[src/rtl/dht11_responder.sv]
// ---- dht11_responder: DHT11 sensor-side responder (start detect, handshake, 40-bit frame) ----
// ---- rev 1.0 ------------------------------------------------------------------------------------
`default_nettype none

module dht11_responder #(
  parameter int unsigned US_DIV         = 50,
  parameter int unsigned T_START_MIN_US = 18000,
  parameter int unsigned T_WAIT_US      = 30,
  parameter int unsigned T_RESP_US      = 80,
  parameter int unsigned T_BIT_LOW_US   = 50,
  parameter int unsigned T_ZERO_US      = 26,
  parameter int unsigned T_ONE_US       = 70,
  parameter int unsigned T_GLITCH_US    = 2
) (
  input  logic        clk,
  input  logic        rst_n,
  input  logic        dq_in,
  output logic        dq_oe,
  input  logic [31:0] data_in,
  input  logic        load,
  output logic        busy,
  output logic        frame_done,
  output logic [7:0]  checksum,
  output logic        err_short,
  output logic        err_collision
);

  localparam int unsigned PW          = (US_DIV > 1) ? $clog2(US_DIV) : 1;
  localparam int unsigned T_SUM       = T_START_MIN_US + T_WAIT_US + T_RESP_US + T_BIT_LOW_US
                                        + T_ZERO_US + T_ONE_US;
  localparam int unsigned CW          = $clog2(T_SUM + 1);
  localparam int unsigned GLITCH_CLKS = T_GLITCH_US * US_DIV;
  localparam int unsigned GW          = $clog2(GLITCH_CLKS + 1);

  typedef enum logic [2:0] {
    S_IDLE, S_HOST_LOW, S_WAIT, S_RESP_LOW, S_RESP_HIGH, S_BIT_LOW, S_BIT_HIGH, S_END_LOW
  } state_e;

  state_e         state_q, state_d;
  logic           dq_meta_q, dq_s_q, dq_dly_q;
  logic [PW-1:0]  presc_q, presc_d;
  logic [CW-1:0]  us_cnt_q, us_cnt_d;
  logic [1:0]     ign_q, ign_d;
  logic [GW-1:0]  glitch_q, glitch_d;
  logic [5:0]     bit_cnt_q, bit_cnt_d;
  logic [39:0]    shift_q, shift_d;
  logic [31:0]    shadow_q, shadow_d;
  logic [7:0]     checksum_q, checksum_d;
  logic           dq_oe_q, dq_oe_d;
  logic           busy_q, busy_d;
  logic           frame_done_q, frame_done_d;
  logic           err_short_q, err_short_d;
  logic           err_coll_q, err_coll_d;

  logic           us_tick, phase_done, released, glitch_hit, entry;
  logic [CW-1:0]  phase_last;
  logic [7:0]     sum;

  // Pad is pulled up, so the synchroniser resets to the idle-high level.
  always_ff @(posedge clk or negedge rst_n) begin
    if (!rst_n) begin
      dq_meta_q <= 1'b1;
      dq_s_q    <= 1'b1;
      dq_dly_q  <= 1'b1;
    end else begin
      dq_meta_q <= dq_in;
      dq_s_q    <= dq_meta_q;
      dq_dly_q  <= dq_s_q;
    end
  end

  always_comb begin
    sum     = shadow_q[31:24] + shadow_q[23:16] + shadow_q[15:8] + shadow_q[7:0];
    us_tick = (presc_q == PW'(US_DIV - 1));

    phase_last = CW'(0);
    case (state_q)
      S_WAIT:                phase_last = CW'(T_WAIT_US - 1);
      S_RESP_LOW,
      S_RESP_HIGH:           phase_last = CW'(T_RESP_US - 1);
      S_BIT_LOW, S_END_LOW:  phase_last = CW'(T_BIT_LOW_US - 1);
      S_BIT_HIGH:            phase_last = shift_q[39] ? CW'(T_ONE_US - 1) : CW'(T_ZERO_US - 1);
      default:               phase_last = CW'(0);
    endcase
    phase_done = us_tick && (us_cnt_q == phase_last);

    // The first two cycles after a release still show our own low through the synchroniser.
    released   = (state_q == S_WAIT) || (state_q == S_RESP_HIGH) || (state_q == S_BIT_HIGH);
    glitch_hit = released && (ign_q == 2'd2) && !dq_s_q && (glitch_q == GW'(GLITCH_CLKS - 1));

    state_d      = state_q;
    shift_d      = shift_q;
    bit_cnt_d    = bit_cnt_q;
    checksum_d   = checksum_q;
    shadow_d     = load ? data_in : shadow_q;
    frame_done_d = 1'b0;
    err_short_d  = 1'b0;
    err_coll_d   = 1'b0;

    case (state_q)
      S_IDLE:      if (dq_dly_q && !dq_s_q) state_d = S_HOST_LOW;
      S_HOST_LOW: begin
        if (dq_s_q) begin
          if (us_cnt_q >= CW'(T_START_MIN_US)) begin
            state_d = S_WAIT;
          end else begin
            state_d     = S_IDLE;
            err_short_d = 1'b1;
          end
        end
      end
      S_WAIT: begin
        if (phase_done) begin
          state_d    = S_RESP_LOW;
          shift_d    = {shadow_q, sum};
          checksum_d = sum;
        end
      end
      S_RESP_LOW:  if (phase_done) state_d = S_RESP_HIGH;
      S_RESP_HIGH: begin
        if (phase_done) begin
          state_d   = S_BIT_LOW;
          bit_cnt_d = 6'd0;
        end
      end
      S_BIT_LOW:   if (phase_done) state_d = S_BIT_HIGH;
      S_BIT_HIGH: begin
        if (phase_done) begin
          shift_d   = {shift_q[38:0], 1'b0};
          bit_cnt_d = bit_cnt_q + 6'd1;
          state_d   = (bit_cnt_q == 6'd39) ? S_END_LOW : S_BIT_LOW;
        end
      end
      S_END_LOW: begin
        if (phase_done) begin
          state_d      = S_IDLE;
          frame_done_d = 1'b1;
        end
      end
      default:     state_d = S_IDLE;
    endcase

    if (glitch_hit) begin
      state_d    = S_IDLE;
      err_coll_d = 1'b1;
    end

    // Every phase starts with a fresh prescaler and counter so durations are exact.
    entry    = (state_d != state_q);
    presc_d  = (entry || us_tick) ? '0 : presc_q + PW'(1);
    us_cnt_d = entry ? '0 : ((us_tick && (us_cnt_q != '1)) ? us_cnt_q + CW'(1) : us_cnt_q);
    ign_d    = entry ? 2'd0 : ((ign_q == 2'd2) ? 2'd2 : ign_q + 2'd1);
    glitch_d = (entry || dq_s_q || (ign_q != 2'd2)) ? '0
             : ((glitch_q != '1) ? glitch_q + GW'(1) : glitch_q);

    dq_oe_d = (state_d == S_RESP_LOW) || (state_d == S_BIT_LOW) || (state_d == S_END_LOW);
    busy_d  = (state_d != S_IDLE) && (state_d != S_HOST_LOW);
  end

  always_ff @(posedge clk or negedge rst_n) begin
    if (!rst_n) begin
      state_q      <= S_IDLE;
      presc_q      <= '0;
      us_cnt_q     <= '0;
      ign_q        <= 2'd0;
      glitch_q     <= '0;
      bit_cnt_q    <= 6'd0;
      shift_q      <= 40'd0;
      shadow_q     <= 32'd0;
      checksum_q   <= 8'd0;
      dq_oe_q      <= 1'b0;
      busy_q       <= 1'b0;
      frame_done_q <= 1'b0;
      err_short_q  <= 1'b0;
      err_coll_q   <= 1'b0;
    end else begin
      state_q      <= state_d;
      presc_q      <= presc_d;
      us_cnt_q     <= us_cnt_d;
      ign_q        <= ign_d;
      glitch_q     <= glitch_d;
      bit_cnt_q    <= bit_cnt_d;
      shift_q      <= shift_d;
      shadow_q     <= shadow_d;
      checksum_q   <= checksum_d;
      dq_oe_q      <= dq_oe_d;
      busy_q       <= busy_d;
      frame_done_q <= frame_done_d;
      err_short_q  <= err_short_d;
      err_coll_q   <= err_coll_d;
    end
  end

  assign dq_oe         = dq_oe_q;
  assign busy          = busy_q;
  assign frame_done    = frame_done_q;
  assign checksum      = checksum_q;
  assign err_short     = err_short_q;
  assign err_collision = err_coll_q;

endmodule

`default_nettype wire

[config.mk]
export PLATFORM = sky130hd
export DESIGN_NAME = dht11_responder
export DESIGN_NICKNAME = d
export VERILOG_FILES = /design/src/rtl/dht11_responder.sv
export SDC_FILE = /design/constraint.sdc
export NUM_CORES = 1
export LEC_CHECK = 0
export BUFFER_PORTS_ARGS = -buffer_cell sky130_fd_sc_hd__buf_2
export CAP_MARGIN = 20
export CELL_PAD_IN_SITES_DETAIL_PLACEMENT = 0
export CELL_PAD_IN_SITES_GLOBAL_PLACEMENT = 1
export CORE_MARGIN = 3
export CORE_UTILIZATION = 44
export DETAILED_ROUTE_END_ITERATION = 6
export PLACE_DENSITY_LB_ADDON = 0.1
export SYNTH_ARGS = -nofsm -noshare
export SYNTH_HDL_FRONTEND = slang
export SYNTH_SLANG_ARGS = --single-unit
[constraint.sdc]
create_clock -name clk -period 2.8 [get_ports clk]
set_input_delay 0.28 -clock clk [delete_from_list [all_inputs] [get_ports clk]]
set_output_delay 0.28 -clock clk [all_outputs]
set_load 0.01 [all_outputs]
==> results of run 1 <==
[worst reg2reg max path: cells and delay by family (launching register included)]
family          cells  cell delay, ps
compound gates      3             480
xor+xnor            1             150
fa+ha+maj           3            1410
flops               1             410
mux                 1             270
[logic make-up after synthesis]
kind of cell             count (synthesis)  share of synthesized area [%]
multiplexers                            80                           12.9
AND/OR/NAND/NOR                        195                           14.8
XOR/XNOR                                29                           3.87
buffers and inverters                   49                           3.40
flip-flops                             127                           48.5
AO/OA/AOI/OAI                          100                           9.31
adder cells (fa/ha/maj)                 29                           7.14
[layer usage]
metal | up-vias | global-route usage [%] | routed length (microns)
met5 | - | 0 | 0
met4 | 0 | 3.93 | 116
met3 | 6 | 5.71 | 499
met2 | 67 | 28.2 | 6490
met1 | 2256 | 27.7 | 7160
li1 | 2255 | - | -
[placed cells by master, fill, tap and decap left out, types with 3 or more instances in the layout]
master	netlist	layout
a21o_1	4	4
mux2i_1	43	43
buf_4	1	29
clkinv_2	0	3
nor3_1	13	13
o21ai_0	50	48
clkbuf_16	0	17
and2_1	4	4
inv_6	0	3
and3_1	5	5
or3_1	6	5
nand3_1	18	18
ha_1	15	14
nand2b_1	6	6
buf_2	10	47
or4_1	3	3
nand2_1	71	70
clkinvlp_4	0	5
nor2b_1	5	5
xor2_1	15	15
nand4_1	7	7
dfstp_2	3	3
inv_1	15	13
dfrtp_1	124	122
mux2_2	37	37
o21ai_1	6	7
xnor2_1	14	13
nor2_1	36	36
a21oi_1	14	12
nor3_2	3	3
buf_12	0	3
a21oi_2	1	3
nand3b_1	3	3
fa_1	14	13
[state kept, by name (all words and copies together), names as in the netlist]
signal / flops
dq_meta_q: 1
busy: 1
frame_done: 1
err_collision: 1
err_short: 1
ign_q: 2
shadow_q: 32
state_q: 3
dq_s_q: 1
dq_oe: 1
presc_q: 6
dq_dly_q: 1
us_cnt_q: 15
glitch_q: 7
bit_cnt_q: 6
checksum: 8
shift_q: 40
[Yosys cell counts, drive strengths merged, types with 3 or more instances]
| cell | n | share of area, % |
|---|---|---|
| nand3b | 3 | 0.34 |
| xor2 | 15 | 2.0 |
| inv | 15 | 0.86 |
| a21oi | 15 | 1.2 |
| nand2b | 6 | 0.57 |
| a21boi | 3 | 0.34 |
| clkbuf | 17 | 0.97 |
| o21ai | 56 | 4.3 |
| or2 | 3 | 0.29 |
| nand4 | 7 | 0.67 |
| dfstp | 3 | 1.2 |
| and2 | 4 | 0.38 |
| mux2i | 43 | 6.6 |
| or3 | 6 | 0.57 |
| nor2 | 36 | 2.1 |
| fa | 14 | 4.3 |
| nor2b | 5 | 0.48 |
| nor3 | 16 | 1.5 |
| dfrtp | 124 | 47 |
| buf | 17 | 1.6 |
| a21o | 4 | 0.46 |
| ha | 15 | 2.9 |
| xnor2 | 14 | 1.9 |
| mux2 | 37 | 6.4 |
| and3 | 5 | 0.48 |
| nand3 | 18 | 1.4 |
| nand2 | 72 | 4.2 |
| or4 | 3 | 0.34 |
[path summary, 6_finish.rpt]
kind | slack [ps] | from | cells past startpoint | to
setup reg to reg | -30 | shadow_q[3] | 8 | checksum[7]
hold reg to reg | 360 | dq_meta_q | 0 | dq_s_q
max in group asynchronous | 2320 | rst_n | 2 | presc_q[1]
min in group clk | 90 | data_in[20] | 2 | shadow_q[20]
setup / recovery | -30 | shadow_q[3] | 8 | checksum[7]
hold / removal | -70 | rst_n | 2 | glitch_q[6]
[repair_timing]
item | in CTS | in global routing
gates resized for setup | 4 | 6
buffers inserted | 1 | 1
pin swaps | 9 | 7
hold buffers | 1 | 0
cloned | 0 | 0
hold endpoints to repair | 1 | 0
setup endpoints to repair | 6 | 22
[power by group]
| group | internal (mW) | switching (mW) |
|---|---|---|
| clock network | 1.23 | 0.869 |
| logic | 0.543 | 0.580 |
| registers | 1.92 | 0.0811 |
[cell type report]
| class | instances | area, sq um | share of cell area, % |
|---|---|---|---|
| clock buffers | 17 | 425 | 5.50 |
| flip-flops and latches | 127 | 3180 | 41.2 |
| well taps | 180 | 225 | 2.91 |
| clock inverters | 15 | 138 | 1.78 |
| multi-input cells | 433 | 3180 | 41.1 |
| repair buffers | 80 | 523 | 6.76 |
| inverters | 15 | 56.3 | 0.728 |
==> impl_metrics.env, run 1 <==
export IMPL_endpoint_kind="register"
export IMPL_gp_congestion=0.817
export IMPL_cts_tree="done"
export IMPL_gr_total_overflow=0
export IMPL_fin_nets=739
export IMPL_vias_per_cell=5.29
export IMPL_fillers=1297
export IMPL_ys_seq_elements=127
export IMPL_tightest_slew_ps=787
export IMPL_grt_pass1_vias=4707
export IMPL_routed_wl_microns=14300
export IMPL_final_hold_viol_count=41
export IMPL_grt_start_max_net_pins=128
export IMPL_track_usage_pct=19.0
export IMPL_rsz0062_at_grt="yes"
export IMPL_clock_skew_ps=11.5
export IMPL_h_tree_depth=4
export IMPL_slew_headroom_pct=47.5
export IMPL_drive_gt1_share_pct=25.5
export IMPL_fin_area_sq_mm=0.00773
export IMPL_start_kind="register"
export IMPL_finalCritPeriodShare_pct=101
export IMPL_clockBufferDepth=2
export IMPL_powerDensity_mw_per_mm2=676
export IMPL_port_buffers=48
export IMPL_dpl_cell_area_sq_mm=0.00712
export IMPL_die_w_microns=128
export IMPL_antenna_found_initial=0
export IMPL_post_place_cells=832
export IMPL_ant_nets=0
export IMPL_crit_top_cell="fa_1"
export IMPL_slowest_stage="fa_1"
export IMPL_start_util_pct=46.2
export IMPL_detail_route_wl_per_cell_microns=16.4
export IMPL_synth_area_per_cell_sq_um=10.8
export IMPL_clockRootBuffer="clkbuf_16"
export IMPL_cts_buffers=17
export IMPL_num_antenna_cells=0
export IMPL_fin_ws_ps=-25.9
export IMPL_critPathBufInv=0
export IMPL_via_count=4584
export IMPL_netlist_area_sq_mm=0.00656
export IMPL_total_power_mw=5.22
export IMPL_post_place_ws_ps=-210
export IMPL_hold_ws_ps=-66.8
export IMPL_drt_initial_drc_count=286
export IMPL_path_class="reg -> reg"
export IMPL_worstSkewPairLatency_ps=420
export IMPL_hold_class="in -> async"
export IMPL_cts_sinks=127
export IMPL_cp_max_fo=3
export IMPL_rows=43
export IMPL_clkSlewWorstSetupHoldPaths_ps=60
export IMPL_required_ps=3110
export IMPL_path_cells="fa_1 -> fa_1 -> ha_1 -> a21o_1 -> a21oi_2 -> o21ai_2 -> xnor2_2 -> mux2_2"
export IMPL_grt_pass1_wl_microns=24400
export IMPL_period_minus_slack_ps=2830
export IMPL_die_h_microns=128
export IMPL_io_pins=49
export IMPL_cp_data_arrival_time_ps=3130
export IMPL_core_sq_mm=0.0142
export IMPL_stdcell_count=867
export IMPL_peakVddDrop_uv=379
export IMPL_dp_hpwl_microns=9790
export IMPL_synth_cell_types=63
export IMPL_max_freq_ghz=0.354
export IMPL_violations="negative hold slack, negative setup slack"
export IMPL_fin_tns_setup_ps=-37.4
export IMPL_synth_seq_area_share_pct=48.5
export IMPL_p_leak_nw=3.74
export IMPL_dr_pass1_iters=6
export IMPL_finalSetupViolCount=2
export IMPL_drc_errors=0
export IMPL_async_flop_share_pct=100
export IMPL_slew_violations=0
export IMPL_synth_cells=609
export IMPL_cp_top_family="adder cells"
export IMPL_dieArea_sq_mm=0.0164
export IMPL_slowest_delay_ps=600
export IMPL_synth_edf_count=0
export IMPL_syn_nets=674
export IMPL_synth_warnings=0
export IMPL_status="finished with violations"
export IMPL_drv_cap=0
export IMPL_ys_flop_type="dfrtp_1"
export IMPL_finalCoreUtilization_pct=54.4
export IMPL_area_delta_synth_final_pct=18.0
No activity file was read; power rests on OpenSTA's default activity.
==> run 2: changes to the inputs <==
--- a/config.mk
+++ b/config.mk
@@ -5,7 +5,7 @@
 export SDC_FILE = /design/constraint.sdc
 export NUM_CORES = 1
 export LEC_CHECK = 0
-export BUFFER_PORTS_ARGS = -buffer_cell sky130_fd_sc_hd__buf_2
+export BUFFER_PORTS_ARGS = -buffer_cell sky130_fd_sc_hd__buf_4
 export CAP_MARGIN = 20
 export CELL_PAD_IN_SITES_DETAIL_PLACEMENT = 0
 export CELL_PAD_IN_SITES_GLOBAL_PLACEMENT = 1
==> run 2 against run 1 <==
Net effect: largest power group unchanged; flip-flop and latch count did not move; routed wire length is 1.1% higher; cell count decreased by 0.46%; critical path type unchanged; the flow finishes with violations (negative setup slack); critical endpoint unchanged; sequential share of layout area is 0.81 points lower; first-iteration DRC count rose by 7.0%; register-to-register slack about the same; core utilization up 1.1 points; count of clock-buffer cells in the layout rose by 2; die area did not move.
==> impl_metrics.env, run 2 (synthesized netlist as in run 1, its figures left out) <==
export IMPL_core_sq_mm=0.0142
export IMPL_p_sw_share_pct=27.5
export IMPL_routed_wl_microns=14400
export IMPL_ant_nets=0
export IMPL_layout_common_cells="123 x dfrtp_1, 72 x buf_4, 70 x nand2_1, 46 x o21ai_0, 43 x mux2i_1"
export IMPL_fin_ws_ps=-36.5
export IMPL_period_minus_slack_ps=2840
export IMPL_clkSlewWorstSetupHoldPaths_ps=60
export IMPL_largest_register_ffs=40
export IMPL_dpl_cell_area_sq_mm=0.00722
export IMPL_finalCoreUtilization_pct=55.5
export IMPL_num_antenna_cells=0
export IMPL_die_h_microns=128
export IMPL_p_leak_nw=3.79
export IMPL_cp_data_arrival_time_ps=3130
export IMPL_slew_headroom_pct=57.4
export IMPL_drive_gt1_share_pct=24.9
export IMPL_vias_per_cell=5.38
export IMPL_finalCritPeriodShare_pct=101
export IMPL_start_kind="register"
export IMPL_p_int_mw=3.91
export IMPL_required_ps=3090
export IMPL_rows=43
export IMPL_fin_tns_setup_ps=-43.3
export IMPL_track_usage_pct=18.8
export IMPL_start_util_pct=46.2
export IMPL_status="finished with violations"
export IMPL_drv_cap=0
export IMPL_via_count=4639
export IMPL_clkPwrFrac_pct=42.3
export IMPL_grt_start_max_net_pins=80
export IMPL_io_pins=49
export IMPL_worstSkewPairLatency_ps=410
export IMPL_seqPwrFrac_pct=37.2
export IMPL_clockBufferDepth=2
export IMPL_clockRootBuffer="clkbuf_16"
export IMPL_finalSetupViolCount=2
export IMPL_path_class="reg -> reg"
export IMPL_die_w_microns=128
export IMPL_hold_class="in -> reg"
export IMPL_cts_tree="done"
export IMPL_switchingPower_mw=1.48
export IMPL_reg_top3="shift_q x40, shadow_q x32, us_cnt_q x15"
export IMPL_detail_route_wl_per_cell_microns=16.7
export IMPL_grt_pass1_vias=4765
export IMPL_rsz0062_at_grt="yes"
export IMPL_cts_buffers=17
export IMPL_gr_total_overflow=0
export IMPL_antenna_found_initial=0
export IMPL_dr_pass1_iters=4
export IMPL_combinationalPowerShare_pct=20.5
export IMPL_dp_hpwl_microns=10000
export IMPL_post_cts_buffers=0
export IMPL_total_power_mw=5.40
export IMPL_cp_max_fo=3
export IMPL_max_freq_ghz=0.353
export IMPL_largest_register="shift_q"
export IMPL_endpoint_kind="register"
export IMPL_clock_skew_ps=9.90
export IMPL_peakVddDrop_uv=430
export IMPL_drt_initial_drc_count=306
export IMPL_drc_errors=0
export IMPL_violations="negative setup slack"
export IMPL_gp_congestion=0.849
export IMPL_port_buffers=48
export IMPL_final_hold_viol_count=0
export IMPL_slew_violations=0
export IMPL_dieArea_sq_mm=0.0164
export IMPL_reg2reg_slack_ps=-40
export IMPL_post_place_ws_ps=-157
export IMPL_mostFrequentLayoutCell="dfrtp_1"
export IMPL_fin_nets=736
export IMPL_area_delta_synth_final_pct=20.3
export IMPL_powerDensity_mw_per_mm2=684
export IMPL_cts_sinks=127
export IMPL_fin_area_sq_mm=0.00789
export IMPL_h_tree_depth=4
export IMPL_tightest_slew_ps=639
export IMPL_grt_pass1_wl_microns=24600
[run 2: cell types whose count changed in the layout (fill, tap and decap cells not counted), moves of 2 or more]
| cell | previous run | this run |
|---|---|---|
| bufinv_16 | 1 | 3 |
| clkbuf_8 | 0 | 2 |
| buf_4 | 29 | 72 |
| clkinvlp_4 | 5 | 1 |
| o21ai_1 | 7 | 9 |
| buf_2 | 47 | 0 |
| o21ai_0 | 48 | 46 |
[run 2: layout make-up]
| type | count | area (sq um) |
|---|---|---|
| timing repair buffer | 77 | 621 |
| inverter | 15 | 56.3 |
| clock buffer | 19 | 453 |
| fill | 1250 | 6320 |
| multi-input combinational | 433 | 3190 |
| tap | 180 | 225 |
| sequential | 127 | 3180 |
| clock inverter | 12 | 156 |
[run 2: per-layer routing]
metal,GRT usage (%),share of wire (%)
met1,27.3,50
met2,28.4,46
met3,4.75,3.6
met4,4.87,0.99
met5,0,0
[run 2: power groups by stage]
stage | sequential (mW) | clock (mW) | combinational, mW
2_1_floorplan | 2.02 | 0 | 0.712
3_3_place_gp | 2.04 | 0 | 1.02
3_5_place_dp | 2.04 | 0 | 1.05
4_1_cts | 2.01 | 2.34 | 1.06
5_1_grt | 2.03 | 2.41 | 1.24
6_report | 2.01 | 2.28 | 1.10
[run 2: worst paths after layout]
| check | cells after the start | to | start |
|---|---|---|---|
| worst max-delay path | 8 | checksum[7] | shadow_q[3] |
| worst min-delay path | 2 | shadow_q[29] | data_in[29] |
| worst max register to register | 8 | checksum[7] | shadow_q[3] |
| worst min register to register | 0 | dq_s_q | dq_meta_q |
| max in group asynchronous | 3 | dq_meta_q | rst_n |
| min in group asynchronous | 2 | err_collision | rst_n |
[run 2: timing repair]
action	in CTS	in global routing
gates resized for setup	2	11
pin swaps	8	2
hold buffers	2	0
endpoints found under the hold margin	47	0
setup endpoints to repair	5	20
[run 2: critical path: stages, from the launching register on]
cell,delay (ps)
dfrtp_1,410
fa_1,600
fa_1,430
ha_1,360
a21o_1,210
a21oi_2,190
o21ai_2,90
xnor2_2,150
mux2_2,260
[run 2: stage by stage]
step,std cells,hold WS [ps]
after detailed placement,830,341
after floorplan,609,-15.6
final,863,98.5
after CTS,863,84.3
after global placement,830,336
after global routing,863,86.1
